===== config.mk =====
export PLATFORM = sky130hd
export DESIGN_NAME = ldpc_din_flat
export DESIGN_NICKNAME = d
export VERILOG_FILES = /design/src/rtl/ldpc_pkg.sv /design/src/rtl/ldpc_din_if.sv /design/src/rtl/ldpc_din_quant.sv /design/src/rtl/ldpc_din.sv /design/src/flat_wrapper.sv
export SDC_FILE = /design/constraint.sdc
export NUM_CORES = 1
export LEC_CHECK = 0
export CORE_ASPECT_RATIO = 0.8
export CORE_MARGIN = 3
export CORE_UTILIZATION = 39
export DETAILED_ROUTE_END_ITERATION = 8
export PLACE_DENSITY_LB_ADDON = 0.3
export SYNTH_ARGS = -nofsm -noshare
export SYNTH_HDL_FRONTEND = slang
export SYNTH_SLANG_ARGS = --single-unit

===== constraint.sdc =====
create_clock -name clk -period 8.4 [get_ports clk]
set_input_delay 1.68 -clock clk [delete_from_list [all_inputs] [get_ports clk]]
set_output_delay 1.68 -clock clk [all_outputs]
set_load 0.02 [all_outputs]

===== src/rtl/ldpc_pkg.sv =====
// Shared constants and types for the LDPC input loader and its neighbours.
package ldpc_pkg;

  localparam int LDPC_N = 9216;
  localparam int LANES  = 12;
  localparam int WORDS  = 768;
  localparam int IW     = 8;
  localparam int QW     = 6;
  localparam int AW     = 10;

  // Symmetric LLR limits: the most-negative code is never stored.
  localparam int SAT_MAX = (1 << (QW - 1)) - 1;
  localparam int SAT_MIN = -SAT_MAX;

  // One-hot loader state encoding.
  typedef enum logic [2:0] {
    IDLE = 3'b001,
    LOAD = 3'b010,
    DONE = 3'b100
  } state_t;

endpackage


===== src/rtl/ldpc_din_if.sv =====
// Soft-bit input stream plus LQ/channel RAM write port of the loader.
interface ldpc_din_if
  import ldpc_pkg::*;
#(
  parameter int IW    = ldpc_pkg::IW,
  parameter int QW    = ldpc_pkg::QW,
  parameter int LANES = ldpc_pkg::LANES,
  parameter int AW    = ldpc_pkg::AW
);

  logic                  din_valid;
  logic                  din_sop;
  logic [IW-1:0]         din;
  logic                  ready;
  logic                  wr_en;
  logic [AW-1:0]         wr_addr;
  logic [LANES*QW-1:0]   wr_data;

  // Upstream source: drives samples, observes ready and the RAM writes.
  modport master (
    output din_valid, din_sop, din,
    input  ready, wr_en, wr_addr, wr_data
  );

  // Loader side.
  modport slave (
    input  din_valid, din_sop, din,
    output ready, wr_en, wr_addr, wr_data
  );

endinterface


===== src/rtl/ldpc_din_quant.sv =====
// Soft-bit requantizer: arithmetic right shift then symmetric saturation.
module ldpc_din_quant #(
  parameter int IW    = 8,
  parameter int QW    = 6,
  parameter int SHIFT = 2
) (
  input  logic signed [IW-1:0] din,
  output logic signed [QW-1:0] q
);

  localparam logic signed [IW-1:0] POS_LIM = IW'((1 << (QW - 1)) - 1);
  localparam logic signed [IW-1:0] NEG_LIM = -POS_LIM;

  logic signed [IW-1:0] shifted;

  // Shift and clamp to [-POS_LIM, +POS_LIM].
  always_comb begin
    shifted = din >>> SHIFT;
    if (shifted > POS_LIM) begin
      q = POS_LIM[QW-1:0];
    end else if (shifted < NEG_LIM) begin
      q = NEG_LIM[QW-1:0];
    end else begin
      q = shifted[QW-1:0];
    end
  end

endmodule


===== src/rtl/ldpc_din.sv =====
// LDPC input loader: requantizes a framed soft-bit stream, packs LANES LLRs
// per word, writes one codeword into the LQ RAM and frames it with sync_out.
//
// state | meaning
// IDLE  | waiting for sop; ready follows !dec_busy
// LOAD  | collecting samples, one RAM write per LANES samples
// DONE  | last word written; sync_out drops at the end of this cycle
module ldpc_din
  import ldpc_pkg::*;
#(
  parameter int IW    = ldpc_pkg::IW,
  parameter int QW    = ldpc_pkg::QW,
  parameter int SHIFT = 2,
  parameter int LANES = ldpc_pkg::LANES,
  parameter int WORDS = ldpc_pkg::WORDS,
  parameter int AW    = ldpc_pkg::AW
) (
  input  logic        clk,
  input  logic        reset_n,
  input  logic        dec_busy,
  output logic        sync_out,
  output logic        frame_err,
  output logic        frame_drop,
  ldpc_din_if.slave   bus
);

  localparam int              LW        = $clog2(LANES);
  localparam logic [LW-1:0]   LAST_LANE = LW'(LANES - 1);
  localparam logic [AW-1:0]   LAST_WORD = AW'(WORDS - 1);

  state_t                state;
  state_t                state_nxt;
  logic [LW-1:0]         lane_cnt;
  logic [AW-1:0]         word_cnt;
  logic [LANES*QW-1:0]   pack;
  logic [LANES*QW-1:0]   pack_nxt;
  logic [LW-1:0]         lane_sel;
  logic signed [QW-1:0]  q;

  logic ready_c;
  logic sop_v;
  logic take_sop;
  logic drop_sop;
  logic restart;
  logic store;
  logic last_lane;
  logic last_word;

  ldpc_din_quant #(
    .IW    (IW),
    .QW    (QW),
    .SHIFT (SHIFT)
  ) u_quant (
    .din (bus.din),
    .q   (q)
  );

  assign bus.ready = ready_c;

  // State register.
  always_ff @(posedge clk or negedge reset_n) begin
    if (!reset_n) begin
      state <= IDLE;
    end else begin
      state <= state_nxt;
    end
  end

  // Next state and per-cycle sample qualification.
  always_comb begin
    state_nxt = state;
    ready_c   = 1'b0;
    take_sop  = 1'b0;
    drop_sop  = 1'b0;
    restart   = 1'b0;
    store     = 1'b0;
    last_lane = 1'b0;
    last_word = 1'b0;
    sop_v     = bus.din_valid & bus.din_sop;

    case (state)
      IDLE, DONE: begin
        ready_c   = !dec_busy;
        take_sop  = sop_v & ready_c;
        drop_sop  = sop_v & !ready_c;
        state_nxt = take_sop ? LOAD : IDLE;
      end
      LOAD: begin
        // A sop here always wins, even on the final sample of the frame.
        restart   = sop_v;
        store     = bus.din_valid & !bus.din_sop;
        last_lane = store && (lane_cnt == LAST_LANE);
        last_word = last_lane && (word_cnt == LAST_WORD);
        if (last_word) begin
          state_nxt = DONE;
        end
      end
      default: begin
        state_nxt = IDLE;
      end
    endcase
  end

  // Insert the current LLR into its lane; a sop always lands in lane 0.
  always_comb begin
    lane_sel = (take_sop | restart) ? '0 : lane_cnt;
    pack_nxt = pack;
    pack_nxt[lane_sel*QW +: QW] = q;
  end

  // Counters, packing register, RAM write port and status pulses.
  always_ff @(posedge clk or negedge reset_n) begin
    if (!reset_n) begin
      lane_cnt    <= '0;
      word_cnt    <= '0;
      pack        <= '0;
      bus.wr_en   <= 1'b0;
      bus.wr_addr <= '0;
      bus.wr_data <= '0;
      frame_err   <= 1'b0;
      frame_drop  <= 1'b0;
      sync_out    <= 1'b0;
    end else begin
      bus.wr_en  <= last_lane;
      frame_err  <= restart;
      frame_drop <= drop_sop;

      if (take_sop | restart) begin
        pack     <= pack_nxt;
        lane_cnt <= LW'(1);
        word_cnt <= '0;
      end else if (store) begin
        pack <= pack_nxt;
        if (last_lane) begin
          lane_cnt    <= '0;
          word_cnt    <= word_cnt + AW'(1);
          bus.wr_addr <= word_cnt;
          bus.wr_data <= pack_nxt;
        end else begin
          lane_cnt <= lane_cnt + LW'(1);
        end
      end

      // sync_out stays high across a restart or a back-to-back frame.
      if (take_sop) begin
        sync_out <= 1'b1;
      end else if (state == DONE) begin
        sync_out <= 1'b0;
      end
    end
  end

endmodule


===== src/flat_wrapper.sv =====
// flat-port wrapper written by rule: the top's interface ports become plain ports
module ldpc_din_flat import ldpc_pkg::*;
#(
  parameter int IW    = ldpc_pkg::IW,
  parameter int QW    = ldpc_pkg::QW,
  parameter int SHIFT = 2,
  parameter int LANES = ldpc_pkg::LANES,
  parameter int WORDS = ldpc_pkg::WORDS,
  parameter int AW    = ldpc_pkg::AW
)
  (clk, reset_n, dec_busy, sync_out, frame_err, frame_drop, bus_din_valid, bus_din_sop, bus_din, bus_ready, bus_wr_en, bus_wr_addr, bus_wr_data);
  ldpc_din_if #(.IW(IW), .QW(QW), .LANES(LANES), .AW(AW)) bus_i ();
  input  logic clk;
  input  logic reset_n;
  input  logic dec_busy;
  output logic sync_out;
  output logic frame_err;
  output logic frame_drop;
  input wire logic [$bits(bus_i.din_valid)-1:0] bus_din_valid;
  input wire logic [$bits(bus_i.din_sop)-1:0] bus_din_sop;
  input wire logic [$bits(bus_i.din)-1:0] bus_din;
  output wire logic [$bits(bus_i.ready)-1:0] bus_ready;
  output wire logic [$bits(bus_i.wr_en)-1:0] bus_wr_en;
  output wire logic [$bits(bus_i.wr_addr)-1:0] bus_wr_addr;
  output wire logic [$bits(bus_i.wr_data)-1:0] bus_wr_data;
  assign bus_i.din_valid = bus_din_valid;
  assign bus_i.din_sop = bus_din_sop;
  assign bus_i.din = bus_din;
  assign bus_ready = bus_i.ready;
  assign bus_wr_en = bus_i.wr_en;
  assign bus_wr_addr = bus_i.wr_addr;
  assign bus_wr_data = bus_i.wr_data;
  ldpc_din #(.IW(IW), .QW(QW), .SHIFT(SHIFT), .LANES(LANES), .WORDS(WORDS), .AW(AW)) u_core (.clk(clk), .reset_n(reset_n), .dec_busy(dec_busy), .sync_out(sync_out), .frame_err(frame_err), .frame_drop(frame_drop), .bus(bus_i));
endmodule

Word-level counts from Yosys, hierarchy flattened
Index checks and enable logic that the tools add are counted.
{"block": "classes", "n_addsub": 3, "n_mul": 1, "div": 0, "order_cmp": 2, "n_eq_ne": 6, "shift": 2, "n_mux": 23, "bitwise_logic": 6, "n_reduce_logical": 10}
{"operator": "two-way mux 72 bit", "n": 2}
{"operator": "bitwise mux 72 bit", "n": 1}
{"operator": "variable shift 6 x 34 -> 72 bit, first input constant", "n": 1}
{"operator": "variable part select 6 x 34 -> 72 bit", "n": 1}
{"operator": "negator 7 -> 34 bit", "n": 1}
{"operator": "two-way mux 10 bit", "n": 3}
{"operator": "two-way mux 4 bit", "n": 4}
{"operator": "two-way mux 6 bit", "n": 2}
{"operator": "adder 10 x 1 -> 10 bit, second input constant", "n": 1}
{"operator": "== test 10 bit, second input constant", "n": 1}
{"operator": "two-way mux 1 bit", "n": 8}
{"operator": "greater-than comparator 6 bit, second input constant", "n": 1}
{"operator": "less-than comparator 6 bit, second input constant", "n": 1}
{"operator": "multiplier 4 x 2 -> 6 bit, second input constant", "n": 1}
{"operator": "one-hot mux 3 bit (2 select lines)", "n": 1}
{"operator": "nonzero test 2 bit", "n": 3}
{"operator": "adder 4 x 1 -> 4 bit, second input constant", "n": 1}
{"operator": "AND 1 bit", "n": 4}
{"operator": "== test 4 bit, second input constant", "n": 1}
{"operator": "== test 3 x 1 -> 1 bit, second input constant", "n": 1}
{"operator": "== test 3 x 2 -> 1 bit, second input constant", "n": 1}
{"operator": "== test 3 bit, second input constant", "n": 1}
{"operator": "two-way mux 3 bit", "n": 1}
{"operator": "AND reduction 3 bit", "n": 1}
{"operator": "other kinds (8)", "n": 10}
{"block": "totals", "regBits": 175, "latch_bits": 0, "ramBits": 0, "romBits": 0, "input_bits": 13, "out_inout_bits": 87, "word_cells": 63, "n_memories": 0}

Longest topological paths before layout
{"block": "depth", "ltp_word": 11, "depth_mapped": 22}

By module
Synthesis repeated with hierarchy kept, for this count alone.
{"block": "unflattened", "hier_cells": 909, "area_unflattened_um2": 9142.5}
{"module": "ldpc_din", "instances": 1, "cells_per_inst": 899, "area_each_um2": 9078.7}
{"module": "ldpc_din_quant", "instances": 1, "cells_per_inst": 10, "area_each_um2": 63.8}

Least setup slack after synthesis
OpenSTA, ideal clock, no wires.
{"block": "synth_timing", "path_type": "input to register", "start": "input port dec_busy", "end": "register u_core.pack[2]", "setup_time_ns": 0.125, "arrival_time_ns": 5.770, "required_ns": 8.275, "path_slack_ns": 2.505, "path_stages": 17, "path_cell_list": "or4b_4 > a31o_2 > buf_2 > nand2_2 > inv_1 > ha_1 > inv_1 > fa_1 > xor2_1 > nor3_1 > ha_1 > clkbuf_1 > nand2_1 > nor2_2 > a21oi_1 > or2_1 > mux2_4"}
{"block": "synth_via", "elab_chain_len": 11}
{"item": "from (decl)", "line_no": "flat_wrapper.sv:15", "text": "input logic dec_busy;"}
{"item": "zero test 1 bit *", "line_no": "ldpc_din.sv:83", "text": "ready_c = !dec_busy;"}
{"item": "AND 1 bit *", "line_no": "ldpc_din.sv:84", "text": "take_sop = sop_v & ready_c;"}
{"item": "two-way mux 1 bit *", "line_no": "ldpc_din.sv:81", "text": "case (state)"}
{"item": "bitwise OR 1 bit *", "line_no": "ldpc_din.sv:106, ldpc_din.sv:128"}
{"item": "two-way mux 4 bit", "line_no": "ldpc_din.sv:106", "text": "lane_sel = (take_sop | restart) ? '0 : lane_cnt;"}
{"item": "multiplier 4 x 2 -> 6 bit", "line_no": "ldpc_din.sv:108", "text": "pack_nxt[lane_sel*QW +: QW] = q;"}
{"item": "negator 7 -> 34 bit", "line_no": "ldpc_din.sv:108"}
{"item": "variable part select 6 x 34 -> 72 bit / variable shift 6 x 34 -> 72 bit (equally long branches)", "line_no": "ldpc_din.sv:108"}
{"item": "bitwise mux 72 bit", "line_no": "ldpc_din.sv:108"}
{"item": "two-way mux 72 bit", "line_no": "ldpc_din.sv:132", "text": "end else if (store) begin"}
{"item": "two-way mux 72 bit", "line_no": "ldpc_din.sv:128", "text": "if (take_sop | restart) begin"}
{"item": "to (signal assigned)", "line_no": "ldpc_din.sv:129", "text": "pack <= pack_nxt;"}
{"item": "to (signal assigned)", "line_no": "ldpc_din.sv:133", "text": "pack <= pack_nxt;"}
{"item": "to (decl)", "line_no": "ldpc_din.sv:35", "text": "logic [LANES*QW-1:0] pack;"}
Every way passes the cells marked *; elsewhere a longest branch is shown, timed or not. The select of a mux whose other input is x is not followed.
A chain may end at the register's enable or synchronous reset.

Worst setup path after layout
{"block": "layout_timing", "start": "input port dec_busy", "end": "register u_core.pack[25]"}
Same word-level chain as after synthesis.

==> out/metrics.cfg <==
[clocking]
path_clk_slew_ns = 0.07
cts_tree = built
htreeDepth = 4
clock-root-buffer = clkbuf_16
clock_latency_ns = 0.43
cts.repair.resized = 0
clockBufferDepth = 2
postCtsHoldBufs = 0
cts_buffers = 17
cts_setup_buffers = 0
clock-sinks = 175

[finish]
postLayoutCellArea_um2 = 10990
antenna_cells = 0
drive_gt1_share_pct = 14.81
num-nets-final = 1028
fill_cells = 2167
area_delta_synth_final_pct = 19.77

[routing]
ant_nets = 0
first_iter_violations = 524
drtPass1Iterations = 5
drt-wirelength-per-cell_um = 18.46
wl_um = 24340
num_vias = 7249
drc = 0
post_drt_via_cell_ratio = 5.496

[worst_setup_path]
worst_path_most_repeated_cell = inv_1
critPathSlowestCell = xor2_1
cpPeakStageDelay_ns = 0.63
cp_max_fo = 11
crit_path_cell_trace = clkdlybuf4s50_1 > or4b_4 > a31o_2 > nand2_2 > inv_1 > ha_1 > inv_1 > fa_1 > xor2_1 > nor2_1 > xnor3_1 > and2_0 > nand2_1 > nor4_1 > mux2_2
arrival_ns = 7.44
path_delay_family = simple AND/OR/NAND/NOR gates
path_buf_inv = 3
startpoint_type = input pin
critPathRequiredTime_ns = 8.72
worstSetupEndpointType = register
critPathKind = input pin to register

[sta]
setup_violations = 0
finalHoldViolations = 0
slew_headroom_pct = 34.29
rsz0062_at_grt = false
fmax_mhz = 140.5
fin_crit_ns = 7.118
tightest_slew_ns = 0.9847
drv_slew = 0
skew_ns = 0.01306
final.setup.tns_ns = 0
period_share_pct = 84.74

[global_routing]
grt_max_degree = 82
globalRouteOverflowTotal = 0
grt.total_usage_pct = 19.44
grt_pass1_vias = 7077
grt_first_pass_wirelength_um = 38910
antenna_found_initial = 0

[synth]
ys_types = 78
synth_cells = 916
yosysMostFrequentCell = dfrtp_1
synth_area_um2 = 9179
yosysWarnings = 0
syn_avg_cell_area_um2 = 10.02
synth_top_flop_cell = dfrtp_1
synthArstFlopShare_pct = 100.0
netlist.area_leader.share_pct = 47.44
synth_common_cells = dfrtp_1 (174), nand2_1 (148), o21ai_0 (73)
yosys-top-cells-area = dfrtp_1 (47%), mux2_2 (8.3%), mux2i_1 (6.1%)
synth_sequential_area_ratio_pct = 47.72
synth_edf_count = 0
synth_seq_cells = 175
synth_top_cell_by_area = dfrtp_1
syn-num-nets = 943

[worst_hold_path]
hold_class = register to register

[pwr]
leakagePower_nw = 4.792
peakVddDrop_uv = 114.3
p_per_area_nw_per_um2 = 176.9
p_total_mw = 1.944

[floorplanning]
dieWidth_um = 177.5
row_count = 49
boundaryPins = 100
die_area_um2 = 25420
start_util_pct = 40.25
die_height_um = 143.2
coreArea_um2 = 22810

[place]
io_buffers = 97
dp_hpwl_um = 17400
placed_cell_area_um2 = 10460
gp_congestion = 0.9445

[status]
status = finished, final reports clean

[run]
drv_cap = 0

[cells by family after synthesis]
group | synth area share [%]
multiplexers | 15.14
flip-flops | 47.72
XOR/XNOR | 2.031
AND/OR/NAND/NOR | 16.79
buffers and inverters | 2.849
AO/OA/AOI/OAI | 13.47
adder cells (fa/ha/maj) | 1.990
[sequential cells by signal, indices dropped and copies added (netlist names)]
register	count
u_core.bus.wr_data	72
u_core.frame_err	1
u_core.bus.wr_en	1
u_core.pack	72
u_core.bus.wr_addr	10
u_core.sync_out	1
u_core.state	3
u_core.lane_cnt	4
u_core.frame_drop	1
u_core.word_cnt	10
[final timing paths]
kind	slack [ns]	to	startpoint	cells past startpoint
worst max-delay path	1.28	u_core.pack[25]$_DFFE_PN0P_	dec_busy	15
min in group asynchronous	1.22	u_core.pack[46]$_DFFE_PN0P_	reset_n	1
worst max register to register	2.48	u_core.pack[25]$_DFFE_PN0P_	u_core.state[0]$_DFFE_PN1P_	14
max in group asynchronous	5.87	u_core.pack[71]$_DFFE_PN0P_	reset_n	2
worst min-delay path	0.48	u_core.bus.wr_addr[6]$_DFFE_PN0P_	u_core.bus.wr_addr[6]$_DFFE_PN0P_	2
worst min register to register	0.48	u_core.bus.wr_addr[6]$_DFFE_PN0P_	u_core.bus.wr_addr[6]$_DFFE_PN0P_	2
[power by group]
group / leakage (nW) / switching (mW) / internal (mW)
clock network: 0.261 / 0.346 / 0.388
registers: 2.41 / 0.0257 / 0.890
logic: 2.12 / 0.189 / 0.106
total: 4.79 / 0.560 / 1.38
[through the flow]
| stage | utilization (%) | instances | hold WS, ns | worst slack [ns] |
|---|---|---|---|---|
| floorplan | - | 916 | 0.4635 | 2.505 |
| global placement | 45.87 | 1288 | 0.4597 | 0.9905 |
| detailed placement | 45.87 | 1288 | 0.4633 | 1.032 |
| CTS | 48.20 | 1319 | 0.4807 | 1.445 |
| global route | 48.20 | 1319 | 0.4959 | 1.064 |
| finish | 48.20 | 1319 | 0.4752 | 1.282 |
[cell usage in the layout (no fill, tap or decap), types with 6 or more instances in the layout]
cell and count:
dfrtp_1 174, nand2_1 147, clkdlybuf4s50_1 96, o21ai_0 73, mux2_2 68, nor2_1 60
mux2i_1 56, a21oi_1 45, nor3_1 24, nand3_1 17, clkbuf_16 17, buf_4 16
inv_1 15, o32ai_1 13, ha_1 13, o22ai_1 11, nor3_2 10, xor2_1 9
nand2b_1 8, xnor2_1 7, nor4_1 7, and3_1 7, or4_1 6, nand4_1 6
o21ai_1 6
[final cells by class]
cell class                 count  area, um^2  share of cell area [%]
timing repair buffer         113        1092                   9.936
inverter                      16       60.06                  0.5463
clock buffer                  20       446.7                   4.063
tap                          306       382.9                   3.483
clock inverter                11       83.83                  0.7626
multi-input combinational    678        4547                   41.36
sequential                   175        4380                   39.85
[routing by layer]
metal / wire length [um] / part of all wire (%) / up-vias / track usage, %
met5: 0 / 0 / - / 0
met4: 184 / 0.76 / 0 / 3.346
met3: 1534 / 6.3 / 15 / 4.492
met2: 10700 / 44 / 228 / 29.24
met1: 11920 / 49 / 3546 / 28.98
li1: - / - / 3460 / -
[worst min-delay path: cells and delay by family (launching register included)]
kind          cells  cell delay (ns)
simple gates      2             0.10
flops             1             0.34
(Power assumes the default switching activity.)
